`config.mk`:
```
export PLATFORM = sky130hd
export DESIGN_NAME = bin_to_bcd_seq
export DESIGN_NICKNAME = d
export VERILOG_FILES = /design/src/rtl/bcd_pkg.sv /design/src/rtl/bcd_digit_adj.sv /design/src/rtl/bin_to_bcd_seq.sv
export SDC_FILE = /design/constraint.sdc
export NUM_CORES = 1
export LEC_CHECK = 0
export CAP_MARGIN = 10
export CORE_ASPECT_RATIO = 1.4
export CORE_MARGIN = 2
export CORE_UTILIZATION = 57
export DETAILED_ROUTE_END_ITERATION = 8
export PLACE_DENSITY = 0.83
export SLEW_MARGIN = 40
export SYNTH_ARGS = -nofsm -noshare
export SYNTH_HDL_FRONTEND = slang
export SYNTH_SLANG_ARGS = --single-unit
export TNS_END_PERCENT = 5
```
`constraint.sdc`:
```
create_clock -name clk -period 4.4 [get_ports clk]
set_input_delay 0.44 -clock clk [delete_from_list [all_inputs] [get_ports clk]]
set_output_delay 0.44 -clock clk [all_outputs]
set_load 0.01 [all_outputs]
```
`src/rtl/bcd_pkg.sv`:
```
// bcd_pkg
// Shared definitions for the binary-to-BCD converter and the BCD datapath.
//   state_t       : converter FSM states (IDLE, SHIFT)
//   BCD_DIGIT_W   : bits per packed BCD digit
//   cnt_width()   : width of a counter that must hold the values 0..n
package bcd_pkg;

  typedef enum logic {
    IDLE  = 1'b0,
    SHIFT = 1'b1
  } state_t;

  localparam int BCD_DIGIT_W = 4;

  // The shift counter has to reach BIN_W itself, so size it for n+1 values.
  function automatic int cnt_width(input int n);
    return (n < 1) ? 1 : $clog2(n + 1);
  endfunction

endpackage

```
`src/rtl/bcd_digit_adj.sv`:
```
// bcd_digit_adj
// Combinational double-dabble correction for one BCD digit: a digit of 5 or
// more gets 3 added so the following left shift carries into the next digit.
//   digit_i : 4-bit BCD digit before correction (0..9)
//   digit_o : corrected digit, ready to be shifted
module bcd_digit_adj
  import bcd_pkg::*;
(
  input  logic [BCD_DIGIT_W-1:0] digit_i,
  output logic [BCD_DIGIT_W-1:0] digit_o
);

  always_comb begin
    if (digit_i >= BCD_DIGIT_W'(5)) begin
      digit_o = digit_i + BCD_DIGIT_W'(3);
    end else begin
      digit_o = digit_i;
    end
  end

endmodule

```
`src/rtl/bin_to_bcd_seq.sv`:
```
// bin_to_bcd_seq
// Sequential shift-and-add-3 binary-to-BCD converter, one shift per clock.
//   clk     : system clock, rising edge
//   rst_n   : asynchronous active-low reset
//   start   : conversion request, only looked at while idle
//   bin_in  : unsigned operand, captured on the edge that accepts start
//   busy    : high while shifts are in progress
//   done    : one-cycle pulse, bcd_out is new in that cycle
//   bcd_out : packed BCD result (digit 0 in [3:0]), held until next completion
module bin_to_bcd_seq
  import bcd_pkg::*;
#(
  parameter int BIN_W  = 8,
  parameter int DIGITS = 3
) (
  input  logic                          clk,
  input  logic                          rst_n,
  input  logic                          start,
  input  logic [BIN_W-1:0]              bin_in,
  output logic                          busy,
  output logic                          done,
  output logic [BCD_DIGIT_W*DIGITS-1:0] bcd_out
);

  localparam int SCR_W = BCD_DIGIT_W * DIGITS;
  localparam int CNT_W = cnt_width(BIN_W);
  localparam logic [CNT_W-1:0] LAST_CNT = CNT_W'(BIN_W - 1);

  state_t             state_q, state_d;
  logic [BIN_W-1:0]   bin_shift_q, bin_shift_d;
  logic [SCR_W-1:0]   scratch_q, scratch_d;
  logic [CNT_W-1:0]   cnt_q, cnt_d;
  logic [SCR_W-1:0]   bcd_q, bcd_d;
  logic               done_q, done_d;

  logic [SCR_W-1:0]       scratch_adj;
  logic [SCR_W+BIN_W-1:0] shifted;
  logic                   last_shift;

  // Every digit is corrected in parallel before the shift.
  generate
    for (genvar gi = 0; gi < DIGITS; gi++) begin : g_adj
      bcd_digit_adj u_adj (
        .digit_i (scratch_q[gi*BCD_DIGIT_W +: BCD_DIGIT_W]),
        .digit_o (scratch_adj[gi*BCD_DIGIT_W +: BCD_DIGIT_W])
      );
    end
  endgenerate

  // The operand MSB falls into bit 0 of the scratch digits.
  assign shifted    = {scratch_adj, bin_shift_q} << 1;
  // cnt_q counts shifts already done, so this edge performs shift BIN_W.
  assign last_shift = (cnt_q == LAST_CNT);

  // FSM state register
  always_ff @(posedge clk or negedge rst_n) begin
    if (!rst_n) begin
      state_q <= IDLE;
    end else begin
      state_q <= state_d;
    end
  end

  // FSM next state
  always_comb begin
    state_d = state_q;
    case (state_q)
      IDLE:    if (start) state_d = SHIFT;
      SHIFT:   if (last_shift) state_d = IDLE;
      default: state_d = IDLE;
    endcase
  end

  // FSM outputs
  always_comb begin
    busy    = (state_q == SHIFT);
    done    = done_q;
    bcd_out = bcd_q;
  end

  // Datapath next state
  always_comb begin
    bin_shift_d = bin_shift_q;
    scratch_d   = scratch_q;
    cnt_d       = cnt_q;
    bcd_d       = bcd_q;
    done_d      = 1'b0;
    case (state_q)
      IDLE: begin
        if (start) begin
          bin_shift_d = bin_in;
          scratch_d   = '0;
          cnt_d       = '0;
        end
      end
      SHIFT: begin
        {scratch_d, bin_shift_d} = shifted;
        cnt_d = cnt_q + CNT_W'(1);
        if (last_shift) begin
          bcd_d  = shifted[SCR_W+BIN_W-1 -: SCR_W];
          done_d = 1'b1;
        end
      end
      default: ;
    endcase
  end

  // Datapath registers
  always_ff @(posedge clk or negedge rst_n) begin
    if (!rst_n) begin
      bin_shift_q <= '0;
      scratch_q   <= '0;
      cnt_q       <= '0;
      bcd_q       <= '0;
      done_q      <= 1'b0;
    end else begin
      bin_shift_q <= bin_shift_d;
      scratch_q   <= scratch_d;
      cnt_q       <= cnt_d;
      bcd_q       <= bcd_d;
      done_q      <= done_d;
    end
  end

endmodule

```
==> out/metrics.yaml, run 1 <==
outcome:
  status: "finished clean"
routing:
  routedWlPerCell_microns: 12.9
  vias: 1252
  drtPass1Iterations: 4
  drt_iter0_markers: 24
  drcViolationCount: 0
  drt-total-wl_microns: 3040
  antenna_left: 0
  viasPerCell: 5.33
place:
  dp_hpwl_microns: 2160
  dp.cells: 227
  gp_routability_congestion: 0.776
  place_area_sq_um: 2020
  port_buffers: 24
critical_path:
  crit_family: "flip-flops"
  path_max_fanout: 23
  end_kind: "output port"
  critPathBufInv: 1
  cp-start-kind: "register"
  worstPathCellList: "clkdlybuf4s50_1"
  critPathArrivalTime_ns: 1.74
  cpPeakStageDelay_ns: 0.77
  worstSetupPathType: "reg2out"
  cp.required_ns: 3.96
  worst_path_max_delay_cell: "dfrtp_1"
sta:
  finalClockSkew_ns: 0.00445
  fmax_mhz: 459
  rsz0062_at_grt: "no"
  tightest_slew_ns: 0.668
  slew_violations: 0
  hold_viol: 0
  finalSetupViolations: 0
  fin_setup_tns_ns: 0
  min_period_over_period_pct: 49.5
  slew_headroom_pct: 55.5
  post-route-min-period_ns: 2.18
clocking:
  cts_root_buffer: "clkbuf_8"
  cts.sinks: 38
  cts-resized-gates: 0
  cts_htree_levels: 2
  clkTransAtPathRegs_ns: 0.07
  cts_tree: "built"
  hold_buffers: 0
  cts_buffer_depth: 2
  clk-insertion-delay-late_ns: 0.29
  cts_buffers: 5
  cts_setup_buffers: 0
global_route:
  busiest_layer: "met2"
  grt_pass1_vias: 1279
  grtUsageMet3_pct: 7.05
  use_met1_pct: 24.5
  grt_pass1_wl_microns: 5510
  grtUsageTotal_pct: 20.7
  grt_max_degree: 39
  antenna_found_initial: 0
  grt_use_met2_pct: 33.5
  grt_overflow: 0
synth:
  synthMuxAreaShare_pct: 7.07
  synth_cells: 173
  synth_compound_area_share_pct: 14.5
  ys_ff_latch: 38
  yosysWarnings: 0
  syn_area_sq_um: 1770
  synth-edff-count: 0
  synth_cell_types: 25
  synth-xor-area-share_pct: 2.47
  synth_adder_area_share_pct: 4.95
  syn_nets: 191
  async_flop_share_pct: 100
  synth.avg_cell_area_sq_um: 10.2
  synth-simple-area-share_pct: 13.2
  synth_top_family_by_area: "compound AO/OA/AOI/OAI gates"
  synth_ff_type: "dfrtp_1"
  ys_seq_area_share_pct: 53.7
floorplanning:
  rows: 23
  die_h_microns: 69.9
  initial_core_util_pct: 60.9
  core_area_sq_um: 2910
  dieArea_sq_um: 3570
  ios: 25
  fp.dieW_microns: 51.1
layout:
  drive_gt1_share_pct: 9.09
  num-nets-final: 215
  antenna_cells: 0
  finalNonFillerCells: 235
  layout.cells.most_common: "dfrtp_1"
  area_growth_pct: 19.3
  utilization_pct: 72.7
  fin_area_sq_um: 2110
  final_cell_mix: "dfrtp_1 (38), nand2_1 (35), clkdlybuf4s50_1 (23)"
power_and_ir_drop:
  cellPowerDensity_nw_per_um2: 739
  ir_worst_vdd_v: 0.000391
  leakagePower_nw: 0.951
flow_run:
  cap_violations: 0
hold_path:
  hp-class: "reg2reg"
## final timing paths
kind                            start        endpoint  slack (ns)  depth (start not counted)
hold / removal             bcd_out[0]      bcd_out[0]        0.48                          2
hold reg to reg            bcd_out[0]      bcd_out[0]        0.48                          2
setup / recovery                 busy            busy        2.22                          1
max in group asynchronous       rst_n  bin_shift_q[7]        3.51                          2
setup reg to reg                 busy            busy        2.59                          3
min in group asynchronous       rst_n      bcd_out[3]        0.57                          2
## power breakdown
part | internal [mW] | switching (mW)
Combinational | 0.348 | 0.336
Sequential | 0.499 | 0.133
Clock | 0.126 | 0.117
## per-stage QoR
| step | setup slack [ns] | hold slack (ns) | power [mW] |
|---|---|---|---|
| detailed placement | 2.53 | 0.470 | 1.33 |
| global route | 2.09 | 0.510 | 1.69 |
| CTS | 2.21 | 0.486 | 1.57 |
| floorplan | 2.96 | 0.144 | 1.11 |
| finish | 2.22 | 0.479 | 1.56 |
| global placement | 2.29 | 0.460 | 1.28 |
## layer usage
| metal | part of all wire, % | vias to the layer above |
|---|---|---|
| met2 | 52 | 25 |
| met5 | 0 | - |
| met4 | 1.5 | 0 |
| met3 | 4.1 | 4 |
| li1 | - | 639 |
| met1 | 42 | 584 |
## registers in the layout (all words and copies together) (netlist names)
signal	cells
bin_shift_q	8
done	1
busy	1
cnt_q	4
scratch_q	12
bcd_out	12
## synthesized netlist by cell type (3+ instances only)
cell / n / share of area, %
o22ai_1: 9 / 3.2
mux2i_1: 8 / 4.5
a21oi_1: 5 / 1.4
nor2_1: 3 / 0.64
nor3b_1: 5 / 2.1
nand3_1: 3 / 0.85
nand2b_1: 3 / 1.1
dfrtp_1: 38 / 54
a21oi_2: 3 / 1.5
o21ai_0: 18 / 5.1
xnor2_1: 4 / 2.0
mux2_4: 3 / 2.5
inv_1: 8 / 1.7
buf_2: 7 / 2.0
nand2_1: 35 / 7.4
ha_1: 7 / 4.9
o21ai_1: 6 / 1.7
## area by class of cell
type | instances | area [sq um]
tap | 37 | 46.3
multi-input combinational | 118 | 747
sequential | 38 | 951
timing repair buffer | 25 | 243
clock inverter | 1 | 5.00
fill | 202 | 795
inverter | 9 | 33.8
clock buffer | 7 | 86.3
## logic make-up (layout without fill, tap and decap cells)
kind of cell / Yosys count / after routing
buffers and inverters: 17 / 42
XOR/XNOR: 5 / 5
adder cells (fa/ha/maj): 7 / 7
AO/OA/AOI/OAI: 44 / 44
multiplexers: 11 / 11
AND/OR/NAND/NOR: 51 / 51
flip-flops: 38 / 38
No activity file was read; power rests on OpenSTA's default activity.
==> inputs of run 2 (changes only) <==
Settings changed: CORE_UTILIZATION 57 to 48, PLACE_DENSITY 0.83 to 0.74.
Clock period 4.4 ns to 2 ns, I/O delays scaled along.
==> run 2 against run 1 <==
  * Final cell count up 3.0%
  * Total power is 120% higher
  * Non-clock buffer count increased by 4
  * Critical endpoint unchanged
  * Design area grew 1.5%
  * First-iteration DRC count decreased by 46%
  * Worst hold slack got worse by 0.14 ns
  * Clock skew about the same
==> out/metrics.yaml, run 2 (synthesis gave the netlist of run 1 again) <==
layout:
  area_growth_pct: 21.1
  finalNonFillerCells: 242
  layout.cells.most_common: "dfrtp_1"
  utilization_pct: 59.9
  multi_input_area_sq_um: 747
  fillCellCount: 333
  num-nets-final: 219
  drive_gt1_share_pct: 10.0
  final_cell_mix: "dfrtp_1 (38), nand2_1 (35), clkdlybuf4s50_1 (24)"
  register_area_sq_um: 951
  antenna_cells: 0
critical_path:
  cp.required_ns: 1.80
  critPathArrivalTime_ns: 1.46
  rrSetupSlack_ns: 0.38
  end_kind: "output port"
  timing.rr.end: "scratch_q[2]"
  r2r_start: "scratch_q[0]"
  path_max_fanout: 22
  worstSetupPathType: "reg2out"
  cp-start-kind: "register"
  rr_worst_depth: 6
routing:
  drt_iter0_markers: 13
  vias: 1289
  routedWlPerCell_microns: 13.6
  antenna_left: 0
  drtPass1Iterations: 4
  drt-total-wl_microns: 3300
  drcViolationCount: 0
  viasPerCell: 5.33
global_route:
  grt_pass1_wl_microns: 5640
  grt_max_degree: 39
  grt_overflow: 0
  grt_pass1_vias: 1256
  antenna_found_initial: 0
  grtUsageTotal_pct: 17.6
floorplanning:
  fp.dieW_microns: 55.3
  core_area_sq_um: 3580
  initial_core_util_pct: 49.5
  ios: 25
  rows: 26
  die_h_microns: 75.9
  dieArea_sq_um: 4200
clocking:
  cts_htree_levels: 2
  cts_root_buffer: "clkbuf_8"
  cts.sinks: 38
  cts-resized-gates: 0
  cts_buffer_depth: 2
  cts_setup_buffers: 0
  hold_buffers: 0
  cts_buffers: 5
  clkTransAtPathRegs_ns: 0.07
  clk-insertion-delay-late_ns: 0.28
  cts_tree: "built"
sta:
  tightest_slew_ns: 0.526
  fin_setup_tns_ns: 0
  slew_headroom_pct: 64.8
  fmax_mhz: 603
  post-route-min-period_ns: 1.66
  min_period_over_period_pct: 82.9
  rsz0062_at_grt: "no"
  slew_violations: 0
  fin_ws_ns: 0.342
  hold_viol: 0
  finalClockSkew_ns: 0.00405
  finalSetupViolations: 0
place:
  gp_routability_congestion: 0.742
  place_ws_ns: 0.381
  dp.cells: 236
  dp_hpwl_microns: 2440
  port_buffers: 24
hold_path:
  hp-class: "in2async"
power_and_ir_drop:
  leakagePower_nw: 0.964
  cellPowerDensity_nw_per_um2: 1610
  ir_worst_vdd_v: 0.000986
flow_run:
  cap_violations: 0
outcome:
  status: "finished clean"
==> run 2: cell types whose count changed in the layout (fill, tap and decap cells not counted), sizes merged <==
cell	delta
clkdlybuf4s50	+1
buf	+3
clkinv	-1
clkbuf	-1
==> run 2: routing by layer <==
metal | vias to the layer above | share of wire (%) | track usage [%]
met3 | 8 | 3.8 | 4.75
met1 | 612 | 42 | 20.2
met4 | 0 | 2.1 | 8.13
met5 | - | 0 | 0
li1 | 640 | - | -
met2 | 29 | 52 | 31.2
==> run 2: layout make-up <==
class                   instances  area share, %
flip-flops and latches         38           44.3
multi-input cells             118           34.8
clock buffers                   6           3.85
repair buffers                 29           13.0
inverters                       9           1.58
well taps                      42           2.45
==> run 2: worst max path at each step <==
stage	endpoint	cells past startpoint	start	slack (ns)
3_5_place_dp	scratch_q[11]	4	start	0.38
6_report	busy	2	busy	0.34
3_3_place_gp	cnt_q[0]	5	start	0.42
2_1_floorplan	scratch_q[2]	6	scratch_q[0]	0.56
5_1_grt	scratch_q[2]	6	scratch_q[0]	0.23
4_1_cts	busy	2	busy	0.32
==> run 2: power by group <==
| part | leakage, nW | switching (mW) | internal, mW | total (mW) |
|---|---|---|---|---|
| clock | 0.0431 | 0.244 | 0.266 | 0.510 |
| sequential | 0.485 | 0.247 | 1.10 | 1.35 |
| combinational | 0.436 | 0.806 | 0.783 | 1.59 |
==> run 2: worst max-delay path, stage by stage (launching register included) <==
cell and delay [ns]:
dfrtp_1 0.37, buf_4 0.24, clkdlybuf4s50_1 0.57
==> run 2: metrics by stage <==
step                instance area [sq um]  hold WS (ns)  power (mW)
global route                         2140         0.384        3.73
global placement                     2060         0.464        2.86
detailed placement                   2060         0.475        2.96
floorplan                            1770       -0.0956        2.44
CTS                                  2140         0.356        3.49
finish                               2140         0.344        3.45
